### src/rtl/irq_ctrl.sv
// irq_ctrl -- machine-mode interrupt controller (external + optional timer).
//
// An asynchronous external line is synchronized, edge-detected and latched
// into MEIP. An optional 32-bit mtime/mtimecmp pair produces MTIP. Eligible
// sources are arbitrated (external over timer) by a three-state FSM that
// raises a trap request to the pipeline and tracks the handler until MRET.
//
// Build option: define IRQ_TIMER_EN to implement mtime/mtimecmp/MTIP.
// Without it, mtime reads 0, MTIP is 0 and cmp_wr/cmp_wdata/mie_mtie are
// ignored.
//
// Ports:
//   clk          in   rising-edge clock
//   rst          in   synchronous active-high reset
//   ext_irq      in   asynchronous external interrupt line
//   mstatus_mie  in   global machine interrupt enable
//   mie_meie     in   external interrupt enable
//   mie_mtie     in   timer interrupt enable
//   cmp_wr       in   mtimecmp write strobe
//   cmp_wdata    in   [31:0] mtimecmp write data
//   ack          in   pipeline has taken the trap
//   mret         in   MRET retired
//   irq_req      out  trap request (registered)
//   irq_cause    out  [31:0] mcause for the pending request
//   mip          out  [31:0] pending view: bit 11 MEIP, bit 7 MTIP
//   mtime        out  [31:0] free-running timer
//   in_handler   out  high while in HANDLER
//   dbg_state    out  [1:0] FSM state (0 IDLE, 1 REQ, 2 HANDLER)
//
// Handshake: irq_req rises when the FSM enters REQ and stays high, with
// irq_cause frozen, until a cycle in which ack is high; the FSM leaves REQ
// on that edge. ack outside REQ and mret outside HANDLER have no effect.

module irq_ctrl (
    input  logic        clk,
    input  logic        rst,
    input  logic        ext_irq,
    input  logic        mstatus_mie,
    input  logic        mie_meie,
    input  logic        mie_mtie,
    input  logic        cmp_wr,
    input  logic [31:0] cmp_wdata,
    input  logic        ack,
    input  logic        mret,
    output logic        irq_req,
    output logic [31:0] irq_cause,
    output logic [31:0] mip,
    output logic [31:0] mtime,
    output logic        in_handler,
    output logic [1:0]  dbg_state
);

    typedef enum logic [1:0] {
        ST_IDLE    = 2'd0,
        ST_REQ     = 2'd1,
        ST_HANDLER = 2'd2
    } state_t;

    localparam logic [31:0] CAUSE_EXT = 32'h8000_000B;
    localparam logic [31:0] CAUSE_TIM = 32'h8000_0007;

    state_t      r_state;
    state_t      w_next_state;
    logic [31:0] w_next_cause;
    logic [31:0] r_irq_cause;
    logic        r_irq_req;
    logic        r_in_handler;

    logic        r_sync1;
    logic        r_sync2;
    logic        r_sync_prev;
    logic        r_meip;
    logic        w_ext_edge;
    logic        w_ack_ext;
    logic        w_mtip;
    logic        w_ext_elig;
    logic        w_tim_elig;

    // ------------------------------------------------------------------
    // External source: 2-flop synchronizer, rising-edge detect, MEIP latch
    // ------------------------------------------------------------------
    assign w_ext_edge = r_sync2 & ~r_sync_prev;
    // MEIP is consumed only when the trap actually taken is the external one.
    assign w_ack_ext  = (r_state == ST_REQ) && ack && (r_irq_cause == CAUSE_EXT);

    always_ff @(posedge clk) begin
        if (rst) begin
            r_sync1     <= 1'b0;
            r_sync2     <= 1'b0;
            r_sync_prev <= 1'b0;
            r_meip      <= 1'b0;
        end else begin
            r_sync1     <= ext_irq;
            r_sync2     <= r_sync1;
            r_sync_prev <= r_sync2;
            // A fresh edge in the ack cycle beats the clear.
            if (w_ext_edge) begin
                r_meip <= 1'b1;
            end else if (w_ack_ext) begin
                r_meip <= 1'b0;
            end
        end
    end

    // ------------------------------------------------------------------
    // Timer source
    // ------------------------------------------------------------------
`ifdef IRQ_TIMER_EN
    logic [31:0] r_mtime;
    logic [31:0] r_mtimecmp;

    always_ff @(posedge clk) begin
        if (rst) begin
            r_mtime    <= 32'h0000_0000;
            r_mtimecmp <= 32'hFFFF_FFFF;
        end else begin
            r_mtime <= r_mtime + 32'd1;
            if (cmp_wr) begin
                r_mtimecmp <= cmp_wdata;
            end
        end
    end

    assign w_mtip     = (r_mtime >= r_mtimecmp);
    assign mtime      = r_mtime;
    assign w_tim_elig = w_mtip & mie_mtie;
`else
    logic w_unused_timer;

    assign w_unused_timer = ^{cmp_wr, cmp_wdata, mie_mtie};
    assign w_mtip         = 1'b0;
    assign mtime          = 32'h0000_0000;
    assign w_tim_elig     = 1'b0;
`endif

    assign w_ext_elig = r_meip & mie_meie;
    assign mip        = {20'd0, r_meip, 3'd0, w_mtip, 7'd0};

    // ------------------------------------------------------------------
    // Request FSM
    // ------------------------------------------------------------------
    always_ff @(posedge clk) begin
        if (rst) begin
            r_state      <= ST_IDLE;
            r_irq_req    <= 1'b0;
            r_in_handler <= 1'b0;
            r_irq_cause  <= 32'h0000_0000;
        end else begin
            r_state      <= w_next_state;
            r_irq_req    <= (w_next_state == ST_REQ);
            r_in_handler <= (w_next_state == ST_HANDLER);
            r_irq_cause  <= w_next_cause;
        end
    end

    always_comb begin
        w_next_state = r_state;
        w_next_cause = r_irq_cause;
        case (r_state)
            ST_IDLE: begin
                if (mstatus_mie && (w_ext_elig || w_tim_elig)) begin
                    w_next_state = ST_REQ;
                    w_next_cause = w_ext_elig ? CAUSE_EXT : CAUSE_TIM;
                end
            end
            ST_REQ: begin
                // Enables are not looked at here: a raised request is never withdrawn.
                if (ack) begin
                    w_next_state = ST_HANDLER;
                end
            end
            ST_HANDLER: begin
                if (mret) begin
                    w_next_state = ST_IDLE;
                end
            end
            default: begin
                w_next_state = ST_IDLE;
            end
        endcase
    end

    assign irq_req    = r_irq_req;
    assign irq_cause  = r_irq_cause;
    assign in_handler = r_in_handler;
    assign dbg_state  = r_state;

endmodule

### config.mk
export PLATFORM = sky130hd
export DESIGN_NAME = irq_ctrl
export DESIGN_NICKNAME = d
export VERILOG_FILES = /design/src/rtl/irq_ctrl.sv
export SDC_FILE = /design/constraint.sdc
export NUM_CORES = 1
export LEC_CHECK = 0
export BUFFER_PORTS_ARGS = -buffer_cell sky130_fd_sc_hd__buf_2
export CAP_MARGIN = 20
export CORE_ASPECT_RATIO = 0.7
export CORE_UTILIZATION = 34
export CTS_CLUSTER_DIAMETER = 200
export CTS_CLUSTER_SIZE = 20
export DETAILED_ROUTE_END_ITERATION = 8
export HOLD_SLACK_MARGIN = 0.06
export PLACE_DENSITY = 0.95
export SLEW_MARGIN = 20
export SYNTH_ARGS = -nofsm -noshare
export SYNTH_HDL_FRONTEND = slang
export SYNTH_SLANG_ARGS = --single-unit
### constraint.sdc
create_clock -name clk -period 2.4 [get_ports clk]
set_input_delay 0.12 -clock clk [delete_from_list [all_inputs] [get_ports clk]]
set_output_delay 0.12 -clock clk [all_outputs]
set_load 0.01 [all_outputs]
# After elaboration in Yosys (flattened, before gate mapping)
# Index checks and enable logic that the tools add are counted.
[classes] n_eq_ne=5 bitwise=3 reduce_logical=6 mux=7
[ops] op="32-bit == test (second input constant)" count=1
[ops] op="2-bit two-way mux" count=3
[ops] op="2-bit case mux with 3 select lines" count=1
[ops] op="2-bit by 1-bit == test with 1-bit output (second input constant)" count=2
[ops] op="2-bit == test (second input constant)" count=2
[ops] op="4-bit two-way mux" count=1
[ops] op="1-bit logical AND" count=3
[ops] op="1-bit AND" count=2
[ops] op="2-bit zero test" count=1
[ops] op="1-bit two-way mux" count=2
[ops] op="2-bit AND reduction" count=1
[ops] op="2-bit nonzero test" count=1
[ops] op="1-bit inverter" count=1
[word_totals] word_cells=29 output_inout_bits=100 regBits=40

# Longest topological paths before layout
# Gate-level depths: netlist (run 1).
[depth] depth_word=5 mapped_depth=3 mapped_depth_nobuf=3

# Worst setup path after synthesis (run 1)
# OpenSTA, ideal clock, no wires.
[synth_timing] path_kind="flip-flop to flip-flop" from="register r_state[0], in the netlist dbg_state[0]" to="register r_state[0], in the netlist dbg_state[0]" setup_time_ps=71 period_less_slack_ps=986 path_slack_ps=1414 stages_incl_launch_ff=3 arrival_ps=915 cell_sequence="dfxtp_1 or3b_1 a21oi_1"
[synth_between] elab_chain_cells=2 word_cells_on_any_way=7
[synth_lines] item="start, declared" line="62" rtl="state_t r_state;"
[synth_lines] item="start signal, assigned" line="149" rtl="r_state <= w_next_state;"
[synth_lines] item="2-bit == test, or another cell as far along" line="159" rtl="case (r_state)"
[synth_lines] item="2-bit case mux with 3 select lines (*)" line="159"
# Every way passes the cells marked *; elsewhere a longest branch is shown, timed or not.
# A chain may end at the register's enable or synchronous reset.

# Final worst setup path (run 1)
[layout_timing] from="register r_state[1], in the netlist dbg_state[1]" to="register r_meip"
[layout_between] elab_chain_cells=4
[layout_lines] item="2-bit by 1-bit == test with 1-bit output" line="84" rtl="assign w_ack_ext = (r_state == ST_REQ) && ack && (r_irq_cause == CAUSE_EXT);"
[layout_lines] item="1-bit logical AND (2 in a row)" line="84"
[layout_lines] item="2-bit nonzero test (no line)"
[layout_lines] item="end signal, assigned" line="91" rtl="r_meip <= 1'b0;"
[layout_lines] item="end signal, assigned" line="98" rtl="r_meip <= 1'b1;"
[layout_lines] item="end signal, assigned" line="100" rtl="r_meip <= 1'b0;"
[layout_lines] item="end, declared" line="72" rtl="logic r_meip;"
# No other way between the ends.

==> results of run 1 <==
## state kept, by name, indices dropped and copies added, names as in the netlist
name	count
irq_req	1
r_sync1	1
in_handler	1
dbg_state	2
r_meip	1
irq_cause	3
r_sync2	1
r_sync_prev	1
## layer usage
metal / up-vias / part of all wire [%] / wire [um] / GRT usage, %
met5: - / 0 / 0 / 0
met4: 0 / 4.2 / 51 / 8.333
met3: 4 / 9.4 / 115 / 1.651
met2: 42 / 56 / 688 / 9.967
met1: 231 / 30 / 366 / 6.313
li1: 244 / - / - / -
## power groups by stage
| stage | clock network, W | logic [W] | registers, W |
|---|---|---|---|
| global route | 0.000200 | 0.0000931 | 0.000191 |
| CTS | 0.000188 | 0.0000795 | 0.000190 |
| global placement | 0 | 0.0000786 | 0.000193 |
| floorplan | 0 | 0.000180 | 0.000194 |
| finish | 0.000180 | 0.0000823 | 0.000190 |
| detailed placement | 0 | 0.0000794 | 0.000194 |
## cells by family after synthesis
logic type / share of synthesized area (%)
DFF: 20.88
other: 0.3555
AOI/OAI and AO/OA: 4.033
buffers and inverters: 67.26
and+or+nand+nor: 7.475
## synthesized netlist by cell type
| cell type | n |
|---|---|
| nor2b_1 | 3 |
| conb_1 | 1 |
| nand4bb_1 | 1 |
| nand3b_1 | 1 |
| and3b_1 | 1 |
| nand2b_1 | 1 |
| inv_1 | 2 |
| or3b_1 | 1 |
| clkbuf_1 | 1 |
| dfxtp_1 | 11 |
| a21oi_1 | 7 |
| buf_4 | 93 |
| o31ai_1 | 1 |
| nor2_1 | 2 |
| nand2_1 | 1 |
| nand4_1 | 1 |
## layout make-up
cell class	instances	area (um2)	area share (%)
inverter	2	7.507	0.8759
tap	36	45.04	5.255
clock buffer	4	45.04	5.255
sequential	11	220.2	25.69
multi-input combinational	110	459.2	53.58
timing repair buffer	16	80.08	9.343
## final timing paths
kind | slack (ns) | cells after the start | end | from
hold / removal | 0.10 | 2 | r_sync1$_SDFF_PP0_ | ext_irq
setup / recovery | 1.34 | 3 | r_meip$_SDFFE_PP0P_ | dbg_state[1]$_SDFF_PP0_
setup reg to reg | 1.34 | 3 | r_meip$_SDFFE_PP0P_ | dbg_state[1]$_SDFF_PP0_
hold reg to reg | 0.44 | 1 | r_sync2$_SDFF_PP0_ | r_sync1$_SDFF_PP0_
## placed cells by master, fill, tap and decap left out
| cell | count |
|---|---|
| conb_1 | 90 |
| or3b_1 | 1 |
| buf_2 | 16 |
| nand3b_1 | 1 |
| nor2b_1 | 3 |
| nor2_1 | 2 |
| dfxtp_1 | 11 |
| nand4bb_1 | 1 |
| clkbuf_8 | 3 |
| nand2b_1 | 1 |
| nand2_1 | 1 |
| o31ai_1 | 1 |
| a21oi_1 | 7 |
| clkbuf_1 | 1 |
| inv_1 | 2 |
| nand4_1 | 1 |
| and3b_1 | 1 |
## per-stage QoR
| stage | instances | setup slack [ns] | cell area [um2] | hold slack [ns] | power, W |
|---|---|---|---|---|---|
| global route | 179 | 1.277 | 857.1 | 0.09433 | 0.0004835 |
| floorplan | 217 | 1.414 | 1389 | 0.2482 | 0.0003741 |
| finish | 179 | 1.341 | 857.1 | 0.1007 | 0.0004529 |
| global placement | 175 | 1.425 | 812.0 | 0.3347 | 0.0002720 |
| detailed placement | 175 | 1.386 | 812.0 | 0.3331 | 0.0002731 |
| CTS | 179 | 1.367 | 857.1 | 0.09609 | 0.0004573 |
==> results_dict.tcl, run 1 <==
set metrics [dict create \
    status "finished clean" \
    io_pins 141 \
    fp.dieH_um 48.60 \
    p_clk_share_pct 39.8 \
    synthCells 128 \
    ant_nets 0 \
    worst_ep_required_time_ns 2.51 \
    via_count 521 \
    clock-root-buffer "clkbuf_8" \
    crit_type "reg -> reg" \
    max_stage_delay_ns 0.35 \
    cts_buffers 3 \
    cts_hold_buf 0 \
    seqPwrFrac_pct 42.0 \
    drtPass1Iterations 3 \
    synth.area.top_cells "buf_4 (66%), dfxtp_1 (21%), a21oi_1 (3.3%)" \
    overflow 0 \
    nFillCells 317 \
    drive_gt1_share_pct 13.29 \
    die_w_um 68.57 \
    grt_first_pass_wirelength_um 1476 \
    cp_slowest_cell "dfxtp_1" \
    clock_latency_ns 0.24 \
    netlist.area_leader.share_pct 66.19 \
    grt_usage_pct 6.548 \
    maxCapViolations 0 \
    skew_ns 0.005260 \
    routed_wl_um 1222 \
    min_period_ns 1.059 \
    synth_area_um2 1055 \
    h-tree-depth 1 \
    internal-power_w 0.0003127 \
    cp_top_family "compound AO/OA/AOI/OAI gates" \
    place.gp.congestion 0.7059 \
    syn_area_per_cell_um2 8.240 \
    num_rows 16 \
    area_growth_pct -18.74 \
    floorplan.initialDensity_pct 36.84 \
    combPwrFrac_pct 18.2 \
    fin_nets 185 \
    portBuffers 16 \
    grt_pass1_vias 328 \
    clk_pin_slew_ns 0.05 \
    hold_class "in -> reg" \
    cts_resized 0 \
    crit_path_end_kind "register" \
    path_buf_inv 0 \
    finalHoldViolations 0 \
    antenna_found_initial 0 \
    tns_ns 0 \
    vias_per_cell 2.911 \
    switchingPower_w 0.0001403 \
    maxSlewViolCount 0 \
    dieArea_um2 3333 \
    diodes 0 \
    fp.coreArea_um2 2863 \
    finalSetupViolCount 0 \
    cp_max_fo 6 \
    drc_errors 0 \
    rsz0062_at_grt "false" \
    crit_chain "nand4bb_1, o31ai_1, a21oi_1" \
    dp_hpwl_um 1030 \
    pwr_density_cell_nw_per_um2 528.4 \
    synth.distinct_cells 16 \
    wl_per_cell_um 6.827 \
    crit_arrival_ns 1.17 \
    cts_tree "yes" \
    clock.fmax_ghz 0.9446 \
    cts_buffer_depth 2 \
    fin_crit_sh_pct 44.11 \
    clock-sinks 11 \
    grt_max_degree 12 \
    yosys_register_bits 11 \
    p_leak_nw 0.5154 \
    ir_drop_mv 0.1796 \
    yosysTopAreaCell "buf_4" \
    drt-initial-drc-count 1 \
    cts_setup_buffers 0 \
    swShare_pct 30.97 \
    yosysSeqAreaShare_pct 20.88 \
    ys_warn_count 0 \
    worstSetupStartpointType "register" \
    fin_util_pct 29.94 \
]
(Power assumes the default switching activity.)
==> run 2: changes to the inputs <==
--- a/config.mk
+++ b/config.mk
@@ -8,12 +8,12 @@
 export BUFFER_PORTS_ARGS = -buffer_cell sky130_fd_sc_hd__buf_2
 export CAP_MARGIN = 20
 export CORE_ASPECT_RATIO = 0.7
-export CORE_UTILIZATION = 34
+export CORE_UTILIZATION = 31
 export CTS_CLUSTER_DIAMETER = 200
 export CTS_CLUSTER_SIZE = 20
 export DETAILED_ROUTE_END_ITERATION = 8
 export HOLD_SLACK_MARGIN = 0.06
-export PLACE_DENSITY = 0.95
+export PLACE_DENSITY = 0.88
 export SLEW_MARGIN = 20
 export SYNTH_ARGS = -nofsm -noshare
 export SYNTH_HDL_FRONTEND = slang
==> constraint.sdc (replaced) <==
create_clock -name clk -period 1.01 [get_ports clk]
set_input_delay 0.0505 -clock clk [delete_from_list [all_inputs] [get_ports clk]]
set_output_delay 0.0505 -clock clk [all_outputs]
set_load 0.01 [all_outputs]
==> run 2 against run 1 <==
Effect of this change: the run now ends with negative setup slack left; wire length fell by 0.90%; non-clock buffer count up 2; worst hold slack worse by 0.0037 ns; final area is 3.5% higher; clock skew hardly changed; via count up 4.0%; total power is 140% higher; fmax grew 4.7%.
==> results_dict.tcl, run 2 (synthesis gave the netlist of run 1 again) <==
set metrics [dict create \
    status "complete, but fails checks" \
    violations "negative setup slack" \
    vias_per_cell 2.962 \
    largest_reg_flops 3 \
    clock-root-buffer "clkbuf_8" \
    maxSlewViolCount 0 \
    finalSetupViolCount 1 \
    io_pins 141 \
    die_w_um 71.72 \
    swShare_pct 30.98 \
    via_count 542 \
    grt_max_degree 12 \
    cts_tree "yes" \
    grt_first_pass_wirelength_um 1324 \
    drc_errors 0 \
    finalNonFillerCells 183 \
    diodes 0 \
    pwr_density_cell_nw_per_um2 1220 \
    combPwrFrac_pct 18.6 \
    routed_wl_um 1211 \
    dp_hpwl_um 946.4 \
    hold_class "in -> reg" \
    dieArea_um2 3644 \
    rsz0062_at_grt "true" \
    wl_per_cell_um 6.617 \
    drive_gt1_share_pct 16.55 \
    cp_slowest_cell "dfxtp_2" \
    min-delay-start "rst" \
    fin_util_pct 27.80 \
    drt-initial-drc-count 4 \
    antenna_found_initial 0 \
    totalPowerFinal_w 0.001082 \
    skew_ns 0.005487 \
    path_buf_inv 0 \
    h-tree-depth 1 \
    setup_ws_ns -0.0006559 \
    whs_endpoint "dbg_state[0]$_SDFF_PP0_" \
    switchingPower_w 0.0003353 \
    place.gp.congestion 0.6378 \
    worstReg2RegEnd "irq_cause[2]$_SDFFE_PP0P_" \
    clock.fmax_ghz 0.9895 \
    fp.coreArea_um2 3191 \
    crit_chain "nor2_2, nand4_1, and3b_1" \
    internal-power_w 0.0007471 \
    cts_buffers 3 \
    cp_max_fo 6 \
    place_inst 178 \
    p_clk_share_pct 39.6 \
    cp_top_family "simple AND/OR/NAND/NOR gates" \
    crit_arrival_ns 1.14 \
    timing.rr.start "dbg_state[1]$_SDFF_PP0_" \
    maxCapViolations 0 \
    layout_common_cells "conb_1 (90), buf_2 (16), dfxtp_1 (9)" \
    r2r_slack_ns -0.0007 \
    ir_drop_mv 0.3655 \
    finalHoldViolations 0 \
    area_growth_pct -15.90 \
    hold_depth 2 \
    r2r_cells 3 \
    layout_commonest_cell "conb_1" \
    overflow 0 \
    fin_crit_sh_pct 100.1 \
    clock_latency_ns 0.24 \
    grt_usage_pct 4.919 \
    floorplan.initialDensity_pct 33.06 \
    p_leak_nw 0.5276 \
    clock-sinks 11 \
    worstSetupStartpointType "register" \
    drtPass1Iterations 3 \
    crit_type "reg -> reg" \
    dpl_worst_slack_ns 0.02644 \
    worst_ep_required_time_ns 1.14 \
    fin_nets 187 \
    max_stage_delay_ns 0.34 \
    crit_path_end_kind "register" \
    num_rows 17 \
    cts_setup_buffers 0 \
    grt_pass1_vias 288 \
    clk_pin_slew_ns 0.05 \
    cts_buffer_depth 2 \
    ant_nets 0 \
    fin_area_um2 887.1 \
    portBuffers 16 \
    min_period_ns 1.011 \
    seqPwrFrac_pct 41.8 \
    dpl_cell_area_um2 822.0 \
    fp.dieH_um 50.81 \
]
run 2: worst max-delay path by stage:
stage | end | cells after the start | start | slack, ns
final | irq_cause[2]$_SDFFE_PP0P_ | 3 | dbg_state[1]$_SDFF_PP0_ | -0.0007
after global routing | irq_cause[2]$_SDFFE_PP0P_ | 3 | dbg_state[1]$_SDFF_PP0_ | -0.04
after CTS | irq_cause[2]$_SDFFE_PP0P_ | 3 | dbg_state[1]$_SDFF_PP0_ | 0.02
after detailed placement | irq_cause[2]$_SDFFE_PP0P_ | 3 | dbg_state[1]$_SDFF_PP0_ | 0.03
after global placement | irq_cause[2]$_SDFFE_PP0P_ | 3 | dbg_state[1]$_SDFF_PP0_ | 0.06
after floorplan | dbg_state[0]$_SDFF_PP0_ | 2 | dbg_state[0]$_SDFF_PP0_ | 0.02
run 2: area by class of cell:
type / count / area, um2
fill: 353 / 2303
multi-input combinational: 110 / 466.7
sequential: 11 / 222.7
timing repair buffer: 18 / 97.59
tap: 38 / 47.55
clock buffer: 4 / 45.04
inverter: 2 / 7.507
run 2: routing by layer:
layer | vias up | wire, um | global-route usage [%]
li1 | 247 | - | -
met1 | 252 | 372 | 5.389
met2 | 43 | 712 | 7.704
met3 | 0 | 126 | 3.012
met4 | 0 | 0 | 1.961
met5 | - | 0 | 0
run 2: worst register-to-register path: cells and delay by family, from the launching register on:
| family | cells | cell delay (ns) |
|---|---|---|
| flops | 1 | 0.34 |
| simple gates | 3 | 0.58 |
run 2: metrics by stage:
stage	hold slack (ns)	setup TNS [ns]
after floorplan	0.1787	0
after global placement	0.2636	0
after detailed placement	0.2817	0
after CTS	0.1057	0
after global routing	0.1177	-0.06246
final	0.09707	-0.0006559
run 2: timing repair:
item                                   4_1_cts  5_1_grt
hold buffers                                 1        0
endpoints found under the hold margin        1        0
setup endpoints to repair                    0        5
gates resized for setup                      0        4
run 2: power groups by stage:
stage,sequential (W),combinational [W],clock (W)
floorplan,0.000460,0.000428,0
detailed placement,0.000460,0.000190,0
finish,0.000452,0.000202,0.000429
CTS,0.000451,0.000193,0.000441
global placement,0.000459,0.000188,0
global route,0.000453,0.000226,0.000467
==> run 3: changes to the inputs <==
--- a/config.mk
+++ b/config.mk
@@ -7,13 +7,15 @@
 export LEC_CHECK = 0
 export BUFFER_PORTS_ARGS = -buffer_cell sky130_fd_sc_hd__buf_2
 export CAP_MARGIN = 20
+export CELL_PAD_IN_SITES_DETAIL_PLACEMENT = 0
+export CELL_PAD_IN_SITES_GLOBAL_PLACEMENT = 2
 export CORE_ASPECT_RATIO = 0.7
-export CORE_UTILIZATION = 31
+export CORE_UTILIZATION = 13
 export CTS_CLUSTER_DIAMETER = 200
 export CTS_CLUSTER_SIZE = 20
 export DETAILED_ROUTE_END_ITERATION = 8
 export HOLD_SLACK_MARGIN = 0.06
-export PLACE_DENSITY = 0.88
+export PLACE_DENSITY = 0.85
 export SLEW_MARGIN = 20
 export SYNTH_ARGS = -nofsm -noshare
 export SYNTH_HDL_FRONTEND = slang
==> run 3 against run 2 <==
Effect of this change: highest routed layer is now met4; largest power group is now clock; critical path depth is the same; total power grew 25%; first-iteration DRC count grew 25%; the run now ends clean; sequential power is essentially flat; count of clock-buffer cells in the layout is the same; critical endpoint unchanged; final area grew 13%; clock skew shrank 0.0014 ns; fmax grew 2.5%.
==> results_dict.tcl, run 3 (synthesis gave the netlist of run 1 again) <==
set metrics [dict create \
    status "finished clean" \
    fin_util_pct 12.76 \
    worstReg2RegEnd "irq_cause[2]$_SDFFE_PP0P_" \
    finalNonFillerCells 247 \
    dieArea_um2 8483 \
    fp.coreArea_um2 7871 \
    clock-sinks 11 \
    crit_type "reg -> reg" \
    h-tree-depth 1 \
    place_inst 241 \
    grt_usage_pct 2.546 \
    crit_path_end_kind "register" \
    antenna_found_initial 0 \
    seqPwrFrac_pct 33.2 \
    cp_max_fo 5 \
    switchingPower_w 0.0003593 \
    floorplan.initialDensity_pct 13.40 \
    via_count 542 \
    cts_buffers 3 \
    cts_tree "yes" \
    ant_nets 0 \
    drt-initial-drc-count 5 \
    routed_wl_um 1181 \
    clock_latency_ns 0.24 \
    maxCapViolations 0 \
    timing.rr.start "dbg_state[0]$_SDFF_PP0_" \
    grt_max_degree 12 \
    whs_endpoint "in_handler$_SDFF_PP0_" \
    finalSetupViolCount 0 \
    drtPass1Iterations 3 \
    hold_class "in -> reg" \
    drc_errors 0 \
    internal-power_w 0.0009987 \
    fin_crit_sh_pct 97.62 \
    combPwrFrac_pct 14.8 \
    area_growth_pct -4.745 \
    overflow 0 \
    finalHoldViolations 0 \
    wl_per_cell_um 4.781 \
    clock.fmax_ghz 1.014 \
    r2r_cells 3 \
    nFillCells 909 \
    hold_depth 4 \
    maxSlewViolCount 0 \
    pwr_density_cell_nw_per_um2 1352 \
    layout_common_cells "conb_1 (90), buf_2 (16), dfxtp_1 (9)" \
    p_leak_nw 0.5481 \
    layout_commonest_cell "conb_1" \
    drive_gt1_share_pct 16.44 \
    r2r_slack_ns 0.02 \
    dp_hpwl_um 973.8 \
    grt_first_pass_wirelength_um 1552 \
    p_clk_share_pct 52.0 \
    skew_ns 0.004094 \
    grt_pass1_vias 336 \
    swShare_pct 26.46 \
    place.gp.congestion 0.6660 \
    fp.dieH_um 77.36 \
    die_w_um 109.7 \
    fin_nets 188 \
    largest_reg_flops 3 \
    rsz0062_at_grt "true" \
    vias_per_cell 2.194 \
    portBuffers 16 \
    clk_pin_slew_ns 0.04 \
    io_pins 141 \
    clock-root-buffer "clkbuf_16" \
    ir_drop_mv 0.5237 \
    crit_arrival_ns 1.11 \
    min_period_ns 0.9860 \
    cts_buffer_depth 2 \
    min-delay-start "mret" \
    worstSetupStartpointType "register" \
    num_rows 27 \
    worst_ep_required_time_ns 1.14 \
    diodes 0 \
]
[run 3: cell types whose count changed in the layout (fill, tap and decap cells not counted)]
| cell | delta |
|---|---|
| buf_4 | +1 |
| clkbuf_16 | +3 |
| clkbuf_8 | -3 |
| dfxtp_2 | -1 |
| dfxtp_4 | +1 |
| o31ai_1 | +1 |
| o31ai_2 | -1 |
[run 3: stage by stage]
stage / power, W / hold WS [ns] / setup TNS, ns / setup WS, ns / instance area, um2
floorplan: 0.0008888 / 0.1787 / 0 / 0.02400 / 1389
global placement: 0.0006495 / 0.2695 / 0 / 0.01336 / 900.9
CTS: 0.001367 / 0.1099 / 0 / 0.003038 / 989.7
global route: 0.001450 / 0.1245 / -0.1030 / -0.05898 / 1005
detailed placement: 0.0006504 / 0.2696 / 0 / 0.01674 / 900.9
finish: 0.001358 / 0.1077 / 0 / 0.02405 / 1005
[run 3: timing repair]
action	in CTS	in global routing
endpoints found under the setup margin	0	6
hold buffers	1	0
buffers inserted	0	1
endpoints found under the hold margin	1	0
resized for setup	0	4
[run 3: power by group through the flow]
stage | combinational, W | clock [W] | sequential (W)
2_1_floorplan | 0.000428 | 0 | 0.000460
3_3_place_gp | 0.000190 | 0 | 0.000460
3_5_place_dp | 0.000191 | 0 | 0.000460
4_1_cts | 0.000194 | 0.000721 | 0.000452
5_1_grt | 0.000229 | 0.000770 | 0.000451
6_report | 0.000201 | 0.000707 | 0.000450
[run 3: per-layer routing]
metal	track usage [%]	part of all wire (%)
met4	2.667	2.3
met1	2.738	38
met3	1.345	7.5
met2	3.396	52
met5	0	0
[run 3: area by class of cell]
type,count,area (um2),share of cell area [%]
Inverter,2,7.507,0.7472
Clock buffer,4,78.83,7.846
Multi-Input combinational cell,110,461.7,45.95
Timing Repair Buffer,19,105.1,10.46
Tap cell,101,126.4,12.58
Sequential cell,11,225.2,22.42
[run 3: how the worst max path moves through the flow]
stage,startpoint,endpoint,slack [ns],depth (start not counted)
after floorplan,dbg_state[0]$_SDFF_PP0_,dbg_state[0]$_SDFF_PP0_,0.02,2
after global placement,dbg_state[0]$_SDFF_PP0_,irq_req$_SDFF_PP0_,0.01,2
after detailed placement,dbg_state[1]$_SDFF_PP0_,r_meip$_SDFFE_PP0P_,0.02,3
after CTS,dbg_state[0]$_SDFF_PP0_,dbg_state[0]$_SDFF_PP0_,0.003,2
after global routing,dbg_state[0]$_SDFF_PP0_,irq_cause[2]$_SDFFE_PP0P_,-0.06,3
final,dbg_state[0]$_SDFF_PP0_,irq_cause[2]$_SDFFE_PP0P_,0.02,3
[run 3: worst max-delay path, stage by stage, from the launching register on]
cell	delay, ns
dfxtp_4	0.35
nor2_2	0.10
nand4_1	0.19
and3b_1	0.24
